File: config.mk
export PLATFORM = sky130hd
export DESIGN_NAME = execution_matcher_flat
export DESIGN_NICKNAME = d
export VERILOG_FILES = /design/src/rtl/execution_matcher_pkg.sv /design/src/rtl/execution_matcher_if.sv /design/src/rtl/execution_matcher_fifo.sv /design/src/rtl/execution_matcher.sv /design/src/flat_wrapper.sv
export SDC_FILE = /design/constraint.sdc
export NUM_CORES = 2
export LEC_CHECK = 0
export CORE_MARGIN = 5
export CORE_UTILIZATION = 32
export CTS_CLUSTER_DIAMETER = 150
export CTS_CLUSTER_SIZE = 25
export DETAILED_ROUTE_END_ITERATION = 7
export PLACE_DENSITY_LB_ADDON = 0.1
export SYNTH_ARGS = -nofsm -noshare
export SYNTH_HDL_FRONTEND = slang
export SYNTH_HIERARCHICAL = 1
export SYNTH_SLANG_ARGS = --single-unit
File: constraint.sdc
create_clock -name i_clk -period 11.6 [get_ports i_clk]
set_input_delay 1.16 -clock i_clk [delete_from_list [all_inputs] [get_ports i_clk]]
set_output_delay 1.16 -clock i_clk [all_outputs]
set_load 0.005 [all_outputs]
File: src/rtl/execution_matcher_pkg.sv
// Shared constants and event/order record types for the execution matcher.
// The module parameters default to the DEF_* values defined here.
package hft_exec_pkg;

  localparam int DEF_NUM_STOCKS      = 4;
  localparam int DEF_DATA_WIDTH      = 32;
  localparam int DEF_ORDER_REF_WIDTH = 64;
  localparam int DEF_FIFO_DEPTH      = 8;
  localparam int DEF_SIDW            = $clog2(DEF_NUM_STOCKS);

  localparam logic SIDE_BID = 1'b0;
  localparam logic SIDE_ASK = 1'b1;

  typedef struct packed {
    logic [DEF_SIDW-1:0]       stock_id;
    logic                      side;
    logic [DEF_DATA_WIDTH-1:0] quantity;
  } exec_event_t;

  typedef struct packed {
    logic                           valid;
    logic [DEF_ORDER_REF_WIDTH-1:0] order_ref;
    logic [DEF_DATA_WIDTH-1:0]      remaining;
  } order_entry_t;

endpackage

File: src/rtl/execution_matcher_if.sv
// Quote, execute, inventory-handshake and fill signals of the execution matcher.
interface execution_matcher_if
  import hft_exec_pkg::*;
#(
  parameter int NUM_STOCKS      = DEF_NUM_STOCKS,
  parameter int DATA_WIDTH      = DEF_DATA_WIDTH,
  parameter int ORDER_REF_WIDTH = DEF_ORDER_REF_WIDTH
);
  localparam int SIDW = $clog2(NUM_STOCKS);

  logic                       i_quote_valid;
  logic [SIDW-1:0]            i_quote_stock_id;
  logic                       i_quote_side;
  logic [ORDER_REF_WIDTH-1:0] i_quote_order_ref;
  logic [DATA_WIDTH-1:0]      i_quote_quantity;
  logic                       i_exec_valid;
  logic [ORDER_REF_WIDTH-1:0] i_exec_order_ref;
  logic [DATA_WIDTH-1:0]      i_exec_quantity;
  logic                       i_inventory_ready;
  logic [SIDW-1:0]            o_stock_id;
  logic                       o_execute_order;
  logic                       o_execute_order_side;
  logic [DATA_WIDTH-1:0]      o_execute_order_quantity;
  logic                       o_unmatched;
  logic                       o_overflow;

  modport master (
    output i_quote_valid, i_quote_stock_id, i_quote_side, i_quote_order_ref, i_quote_quantity,
    output i_exec_valid, i_exec_order_ref, i_exec_quantity, i_inventory_ready,
    input  o_stock_id, o_execute_order, o_execute_order_side, o_execute_order_quantity,
    input  o_unmatched, o_overflow
  );

  modport slave (
    input  i_quote_valid, i_quote_stock_id, i_quote_side, i_quote_order_ref, i_quote_quantity,
    input  i_exec_valid, i_exec_order_ref, i_exec_quantity, i_inventory_ready,
    output o_stock_id, o_execute_order, o_execute_order_side, o_execute_order_quantity,
    output o_unmatched, o_overflow
  );

endinterface

File: src/rtl/execution_matcher_fifo.sv
// Synchronous FIFO of fill events; a push into a full FIFO is accepted only
// when a pop frees a slot on the same edge.
module exec_event_fifo
  import hft_exec_pkg::*;
#(
  parameter int  DEPTH   = DEF_FIFO_DEPTH,
  parameter type event_t = exec_event_t
) (
  input  logic   clk,
  input  logic   srst,
  input  logic   push,
  input  event_t push_data,
  input  logic   pop,
  output event_t head,
  output logic   full,
  output logic   empty
);
  localparam int AW = $clog2(DEPTH);

  event_t        mem [DEPTH];
  logic [AW-1:0] wr_ptr_reg;
  logic [AW-1:0] rd_ptr_reg;
  logic [AW:0]   count_reg;
  logic          do_push;
  logic          do_pop;

  assign full    = (count_reg == (AW+1)'(DEPTH));
  assign empty   = (count_reg == '0);
  assign do_pop  = pop && !empty;
  assign do_push = push && (!full || do_pop);
  assign head    = mem[rd_ptr_reg];

  always_ff @(posedge clk) begin
    if (do_push) begin
      mem[wr_ptr_reg] <= push_data;
    end
  end

  always_ff @(posedge clk) begin
    if (srst) begin
      wr_ptr_reg <= '0;
      rd_ptr_reg <= '0;
      count_reg  <= '0;
    end else begin
      if (do_push) begin
        wr_ptr_reg <= wr_ptr_reg + 1'b1;
      end
      if (do_pop) begin
        rd_ptr_reg <= rd_ptr_reg + 1'b1;
      end
      case ({do_push, do_pop})
        2'b10:   count_reg <= count_reg + 1'b1;
        2'b01:   count_reg <= count_reg - 1'b1;
        default: count_reg <= count_reg;
      endcase
    end
  end

endmodule

File: src/rtl/execution_matcher.sv
// Matches exchange executes against our live quotes (one per stock/side) and
// queues the resulting fills for the inventory block.
module execution_matcher
  import hft_exec_pkg::*;
#(
  parameter int NUM_STOCKS      = DEF_NUM_STOCKS,
  parameter int DATA_WIDTH      = DEF_DATA_WIDTH,
  parameter int ORDER_REF_WIDTH = DEF_ORDER_REF_WIDTH,
  parameter int FIFO_DEPTH      = DEF_FIFO_DEPTH
) (
  input logic          i_clk,
  input logic          i_reset,
  execution_matcher_if.slave bus
);
  localparam int SIDW        = $clog2(NUM_STOCKS);
  localparam int IDXW        = SIDW + 1;
  localparam int NUM_ENTRIES = 2 * NUM_STOCKS;

  typedef struct packed {
    logic [SIDW-1:0]       stock_id;
    logic                  side;
    logic [DATA_WIDTH-1:0] quantity;
  } event_t;

  typedef struct packed {
    logic                       valid;
    logic [ORDER_REF_WIDTH-1:0] order_ref;
    logic [DATA_WIDTH-1:0]      remaining;
  } entry_t;

  entry_t                     table_reg [NUM_ENTRIES];
  logic                       s1_valid_reg;
  logic [ORDER_REF_WIDTH-1:0] s1_ref_reg;
  logic [DATA_WIDTH-1:0]      s1_qty_reg;

  logic [NUM_ENTRIES-1:0]     hit_vec;
  logic                       match_any;
  logic [IDXW-1:0]            match_idx;
  logic [DATA_WIDTH-1:0]      match_rem;
  logic [DATA_WIDTH-1:0]      fill_qty;
  logic                       s2_active;
  logic                       push;
  event_t                     push_event;
  logic [IDXW-1:0]            quote_idx;

  event_t                     fifo_head;
  logic                       fifo_full;
  logic                       fifo_empty;
  logic                       pop;

  event_t                     out_event_reg;
  logic                       out_valid_reg;
  logic                       unmatched_reg;
  logic                       overflow_reg;

  // S1: register the execute message
  always_ff @(posedge i_clk) begin
    if (i_reset) begin
      s1_valid_reg <= 1'b0;
    end else begin
      s1_valid_reg <= bus.i_exec_valid;
    end
    s1_ref_reg <= bus.i_exec_order_ref;
    s1_qty_reg <= bus.i_exec_quantity;
  end

  generate
    for (genvar gi = 0; gi < NUM_ENTRIES; gi++) begin : g_cmp
      assign hit_vec[gi] = table_reg[gi].valid && (table_reg[gi].order_ref == s1_ref_reg);
    end
  endgenerate

  // Lowest index wins when the same ref is live in several entries
  always_comb begin
    match_idx = '0;
    for (int i = NUM_ENTRIES - 1; i >= 0; i--) begin
      if (hit_vec[i]) begin
        match_idx = IDXW'(i);
      end
    end
  end

  assign match_any  = |hit_vec;
  assign match_rem  = table_reg[match_idx].remaining;
  assign fill_qty   = (s1_qty_reg < match_rem) ? s1_qty_reg : match_rem;
  assign s2_active  = s1_valid_reg && (s1_qty_reg != '0);
  assign push       = s2_active && match_any;
  assign quote_idx  = {bus.i_quote_stock_id, bus.i_quote_side};

  assign push_event.stock_id = match_idx[IDXW-1:1];
  assign push_event.side     = match_idx[0] ? SIDE_ASK : SIDE_BID;
  assign push_event.quantity = fill_qty;

  // The quote write is applied last so it overrides a same-edge fill update
  always_ff @(posedge i_clk) begin
    if (i_reset) begin
      for (int i = 0; i < NUM_ENTRIES; i++) begin
        table_reg[i].valid <= 1'b0;
      end
    end else begin
      if (push) begin
        table_reg[match_idx].remaining <= match_rem - fill_qty;
        table_reg[match_idx].valid     <= (match_rem != fill_qty);
      end
      if (bus.i_quote_valid) begin
        table_reg[quote_idx] <= '{valid:     (bus.i_quote_quantity != '0),
                                  order_ref: bus.i_quote_order_ref,
                                  remaining: bus.i_quote_quantity};
      end
    end
  end

  assign pop = !fifo_empty && bus.i_inventory_ready;

  exec_event_fifo #(
    .DEPTH   (FIFO_DEPTH),
    .event_t (event_t)
  ) u_fifo (
    .clk       (i_clk),
    .srst      (i_reset),
    .push      (push),
    .push_data (push_event),
    .pop       (pop),
    .head      (fifo_head),
    .full      (fifo_full),
    .empty     (fifo_empty)
  );

  always_ff @(posedge i_clk) begin
    if (i_reset) begin
      out_valid_reg <= 1'b0;
      out_event_reg <= '0;
      unmatched_reg <= 1'b0;
      overflow_reg  <= 1'b0;
    end else begin
      out_valid_reg <= pop;
      if (pop) begin
        out_event_reg <= fifo_head;
      end
      unmatched_reg <= s2_active && !match_any;
      if (push && fifo_full && !pop) begin
        overflow_reg <= 1'b1;
      end
    end
  end

  assign bus.o_execute_order          = out_valid_reg;
  assign bus.o_stock_id               = out_event_reg.stock_id;
  assign bus.o_execute_order_side     = out_event_reg.side;
  assign bus.o_execute_order_quantity = out_event_reg.quantity;
  assign bus.o_unmatched              = unmatched_reg;
  assign bus.o_overflow               = overflow_reg;

endmodule
File: src/flat_wrapper.sv
// flat-port wrapper written by rule: the top's interface ports become plain ports
module execution_matcher_flat import hft_exec_pkg::*;
#(
  parameter int NUM_STOCKS      = DEF_NUM_STOCKS,
  parameter int DATA_WIDTH      = DEF_DATA_WIDTH,
  parameter int ORDER_REF_WIDTH = DEF_ORDER_REF_WIDTH,
  parameter int FIFO_DEPTH      = DEF_FIFO_DEPTH
)
  (i_clk, i_reset, bus_i_quote_valid, bus_i_quote_stock_id, bus_i_quote_side, bus_i_quote_order_ref, bus_i_quote_quantity, bus_i_exec_valid, bus_i_exec_order_ref, bus_i_exec_quantity, bus_i_inventory_ready, bus_o_stock_id, bus_o_execute_order, bus_o_execute_order_side, bus_o_execute_order_quantity, bus_o_unmatched, bus_o_overflow);
  execution_matcher_if #(.NUM_STOCKS(NUM_STOCKS), .DATA_WIDTH(DATA_WIDTH), .ORDER_REF_WIDTH(ORDER_REF_WIDTH)) bus_i ();
  input logic i_clk;
  input logic i_reset;
  input wire logic [$bits(bus_i.i_quote_valid)-1:0] bus_i_quote_valid;
  input wire logic [$bits(bus_i.i_quote_stock_id)-1:0] bus_i_quote_stock_id;
  input wire logic [$bits(bus_i.i_quote_side)-1:0] bus_i_quote_side;
  input wire logic [$bits(bus_i.i_quote_order_ref)-1:0] bus_i_quote_order_ref;
  input wire logic [$bits(bus_i.i_quote_quantity)-1:0] bus_i_quote_quantity;
  input wire logic [$bits(bus_i.i_exec_valid)-1:0] bus_i_exec_valid;
  input wire logic [$bits(bus_i.i_exec_order_ref)-1:0] bus_i_exec_order_ref;
  input wire logic [$bits(bus_i.i_exec_quantity)-1:0] bus_i_exec_quantity;
  input wire logic [$bits(bus_i.i_inventory_ready)-1:0] bus_i_inventory_ready;
  output wire logic [$bits(bus_i.o_stock_id)-1:0] bus_o_stock_id;
  output wire logic [$bits(bus_i.o_execute_order)-1:0] bus_o_execute_order;
  output wire logic [$bits(bus_i.o_execute_order_side)-1:0] bus_o_execute_order_side;
  output wire logic [$bits(bus_i.o_execute_order_quantity)-1:0] bus_o_execute_order_quantity;
  output wire logic [$bits(bus_i.o_unmatched)-1:0] bus_o_unmatched;
  output wire logic [$bits(bus_i.o_overflow)-1:0] bus_o_overflow;
  assign bus_i.i_quote_valid = bus_i_quote_valid;
  assign bus_i.i_quote_stock_id = bus_i_quote_stock_id;
  assign bus_i.i_quote_side = bus_i_quote_side;
  assign bus_i.i_quote_order_ref = bus_i_quote_order_ref;
  assign bus_i.i_quote_quantity = bus_i_quote_quantity;
  assign bus_i.i_exec_valid = bus_i_exec_valid;
  assign bus_i.i_exec_order_ref = bus_i_exec_order_ref;
  assign bus_i.i_exec_quantity = bus_i_exec_quantity;
  assign bus_i.i_inventory_ready = bus_i_inventory_ready;
  assign bus_o_stock_id = bus_i.o_stock_id;
  assign bus_o_execute_order = bus_i.o_execute_order;
  assign bus_o_execute_order_side = bus_i.o_execute_order_side;
  assign bus_o_execute_order_quantity = bus_i.o_execute_order_quantity;
  assign bus_o_unmatched = bus_i.o_unmatched;
  assign bus_o_overflow = bus_i.o_overflow;
  execution_matcher #(.NUM_STOCKS(NUM_STOCKS), .DATA_WIDTH(DATA_WIDTH), .ORDER_REF_WIDTH(ORDER_REF_WIDTH), .FIFO_DEPTH(FIFO_DEPTH)) u_core (.i_clk(i_clk), .i_reset(i_reset), .bus(bus_i));
endmodule
==> flow_summary.json <==
{
  "ys_seq_elements": 1204,
  "routedWlPerCell_microns": 32.3,
  "yosysSeqAreaShare": 0.623,
  "crit_buf_inv": 4,
  "critPathMaxStageDelay_ns": 0.71,
  "hold_class": "reg -> reg",
  "layout-drive-gt1-share": 0.123,
  "synthesis.nets": 4577,
  "synth_warnings": 6,
  "clock_latency_ns": 0.75,
  "async_flop_share": 0,
  "routed_wl_microns": 227000,
  "dp_hpwl_microns": 162000,
  "slew_viol_final": 0,
  "hold_buffers": 0,
  "die_y_microns": 427,
  "numPortBuffers": 237,
  "stdcell_area_sq_um": 64000,
  "clk_pin_slew_ns": 0.10,
  "place_area_sq_um": 62200,
  "worstSetupPathType": "reg -> reg",
  "drc_errors": 0,
  "end_kind": "flop",
  "worst_pin_slew_ns": 1.35,
  "ir_drop_uv": 104,
  "grt_max_degree": 64,
  "grt_pass1_wl_microns": 304000,
  "power_density_nw_per_um2": 131,
  "synth-main-ff-cell": "edfxtp_1",
  "final_antenna_net_count": 0,
  "synth.avg_cell_area_sq_um": 12.9,
  "first_pass_iters": 6,
  "yosysTopAreaCell": "edfxtp_1",
  "netlist-cell-type-count": 92,
  "p_leak_nw": 21.4,
  "fmax_mhz": 91.0,
  "slew_headroom": 0.0998,
  "mostFrequentLayoutCells": "1056 x edfxtp_1, 615 x nand2_1, 260 x buf_4",
  "place.gp.congestion": 0.996,
  "io_pins": 238,
  "cts_buffer_depth": 3,
  "cp_top_family": "compound AO/OA/AOI/OAI gates",
  "setup_viol": 0,
  "netlist.area_leader.share": 0.570,
  "slowest_stage": "nor4b_1",
  "skew_ns": 0.0610,
  "final_hold_viol_count": 0,
  "grt.overflow.total": 0,
  "area_delta_synth_final_pct": 14.9,
  "synthTopCellsByArea": "edfxtp_1 57%, dfxtp_1 5.3%, nand2_1 4.2%",
  "critPathArrivalTime_ns": 11.56,
  "row_count": 153,
  "synth_edf_count": 1056,
  "cts_buffers": 55,
  "min_period_ns": 10.99,
  "cts_sinks": 1204,
  "post_cts_buffers": 0,
  "fin_nets": 4919,
  "layout_commonest_cell": "edfxtp_1",
  "ctsResizeCount": 0,
  "grt_pass1_vias": 35758,
  "syn_area_sq_um": 55700,
  "largest_reg_flops": 776,
  "core-area_sq_um": 173000,
  "cp.required_ns": 12.17,
  "timing.final.crit_share": 0.948,
  "cts_root_buf": "clkbuf_16",
  "vias_per_cell": 5.48,
  "die_w_microns": 427,
  "rsz0062_at_grt": "false",
  "htreeDepth": 2,
  "routed-via-count": 38531,
  "syn_inst": 4309,
  "antenna_found_initial": 23,
  "grt_use_total": 0.241,
  "cap_violations": 0,
  "tns_ns": 0,
  "start_util": 0.321,
  "critPathMaxFanout": 19,
  "drt_iter0_drc": 5141,
  "status": "completed",
  "cts_tree": "done",
  "cpMostUsedCell": "a21o_1",
  "die_area_sq_um": 182000,
  "start_kind": "flop"
}
## worst paths after layout
kind	start	to	cells past startpoint	slack, ns
min reg2reg	u_core/bus.o_stock_id[0]	u_core/bus.o_stock_id[0]	2	0.46
max reg2reg	u_core/s1_ref_reg[3]	u_core/table_reg[3][26]	38	0.61
max	u_core/s1_ref_reg[3]	u_core/table_reg[3][26]	38	0.61
min	u_core/bus.o_stock_id[0]	u_core/bus.o_stock_id[0]	2	0.46
## area by class of cell
type | instances | area, sq um
antenna | 12 | 30.0
clock buffer | 97 | 1580
clock inverter | 7 | 155
fill | 16759 | 109000
inverter | 143 | 557
multi-input combinational | 2742 | 19600
sequential | 1204 | 34700
tap | 2325 | 2910
timing repair buffer | 505 | 4480
## tightest hold or removal path: cells and delay by family (launching register included)
family,cells,cell delay [ns]
DFF,1,0.32
and+or+nand+nor,1,0.05
AOI/OAI and AO/OA,1,0.05
## report_power, final
group          total (W)  internal, W  switching, W
Sequential       0.00491      0.00483     0.0000839
Clock            0.00246     0.000995       0.00147
Combinational    0.00101     0.000355      0.000650
## kinds of logic (layout without fill, tap and decap cells)
group / after synthesis / after routing / share of synthesized area
adder cells (fa/ha/maj): 68 / 68 / 0.0156
buffers and inverters: 363 / 752 / 0.0277
flip-flops: 1204 / 1204 / 0.623
AO/OA/AOI/OAI: 442 / 442 / 0.0591
multiplexers: 282 / 282 / 0.0727
other: 0 / 12 / 0
XOR/XNOR: 416 / 416 / 0.0655
AND/OR/NAND/NOR: 1534 / 1534 / 0.137
## metrics by stage
stage | cells | worst slack, ns | utilization | total power, W | hold WS [ns]
global placement | 6919 | 0.933 | 0.359 | 0.00598 | 0.443
floorplan | 4309 | 2.00 | - | 0.00545 | 0.453
finish | 7035 | 0.609 | 0.369 | 0.00838 | 0.456
global route | 7026 | 0.328 | 0.369 | 0.00866 | 0.481
CTS | 7023 | 0.807 | 0.369 | 0.00842 | 0.461
detailed placement | 6919 | 0.888 | 0.359 | 0.00598 | 0.447
## metal layers
metal	GRT usage	share of wire
met3	0.0494	0.089
met5	0	0.00024
met1	0.357	0.45
met2	0.356	0.42
met4	0.0682	0.033
## synthesized netlist by cell type, types with 27 or more instances
master and instances:
nor3_1 52, xnor2_1 258, o22ai_1 27, o21ai_0 61, mux4_2 31, nand2_1 627, a21oi_1 112, xor2_1 158
a22o_1 28, dfxtp_1 148, nor4_1 107, edfxtp_1 1056, nor2b_1 55, ha_1 66, nand4_1 160, inv_1 115
a21o_1 30, mux2_2 68, buf_1 31, mux2i_1 121, o2111ai_1 39, nand2b_1 174, nor2_1 176, clkbuf_1 140
nand3_1 77, mux4_1 39
No activity file was read; power rests on OpenSTA's default activity.
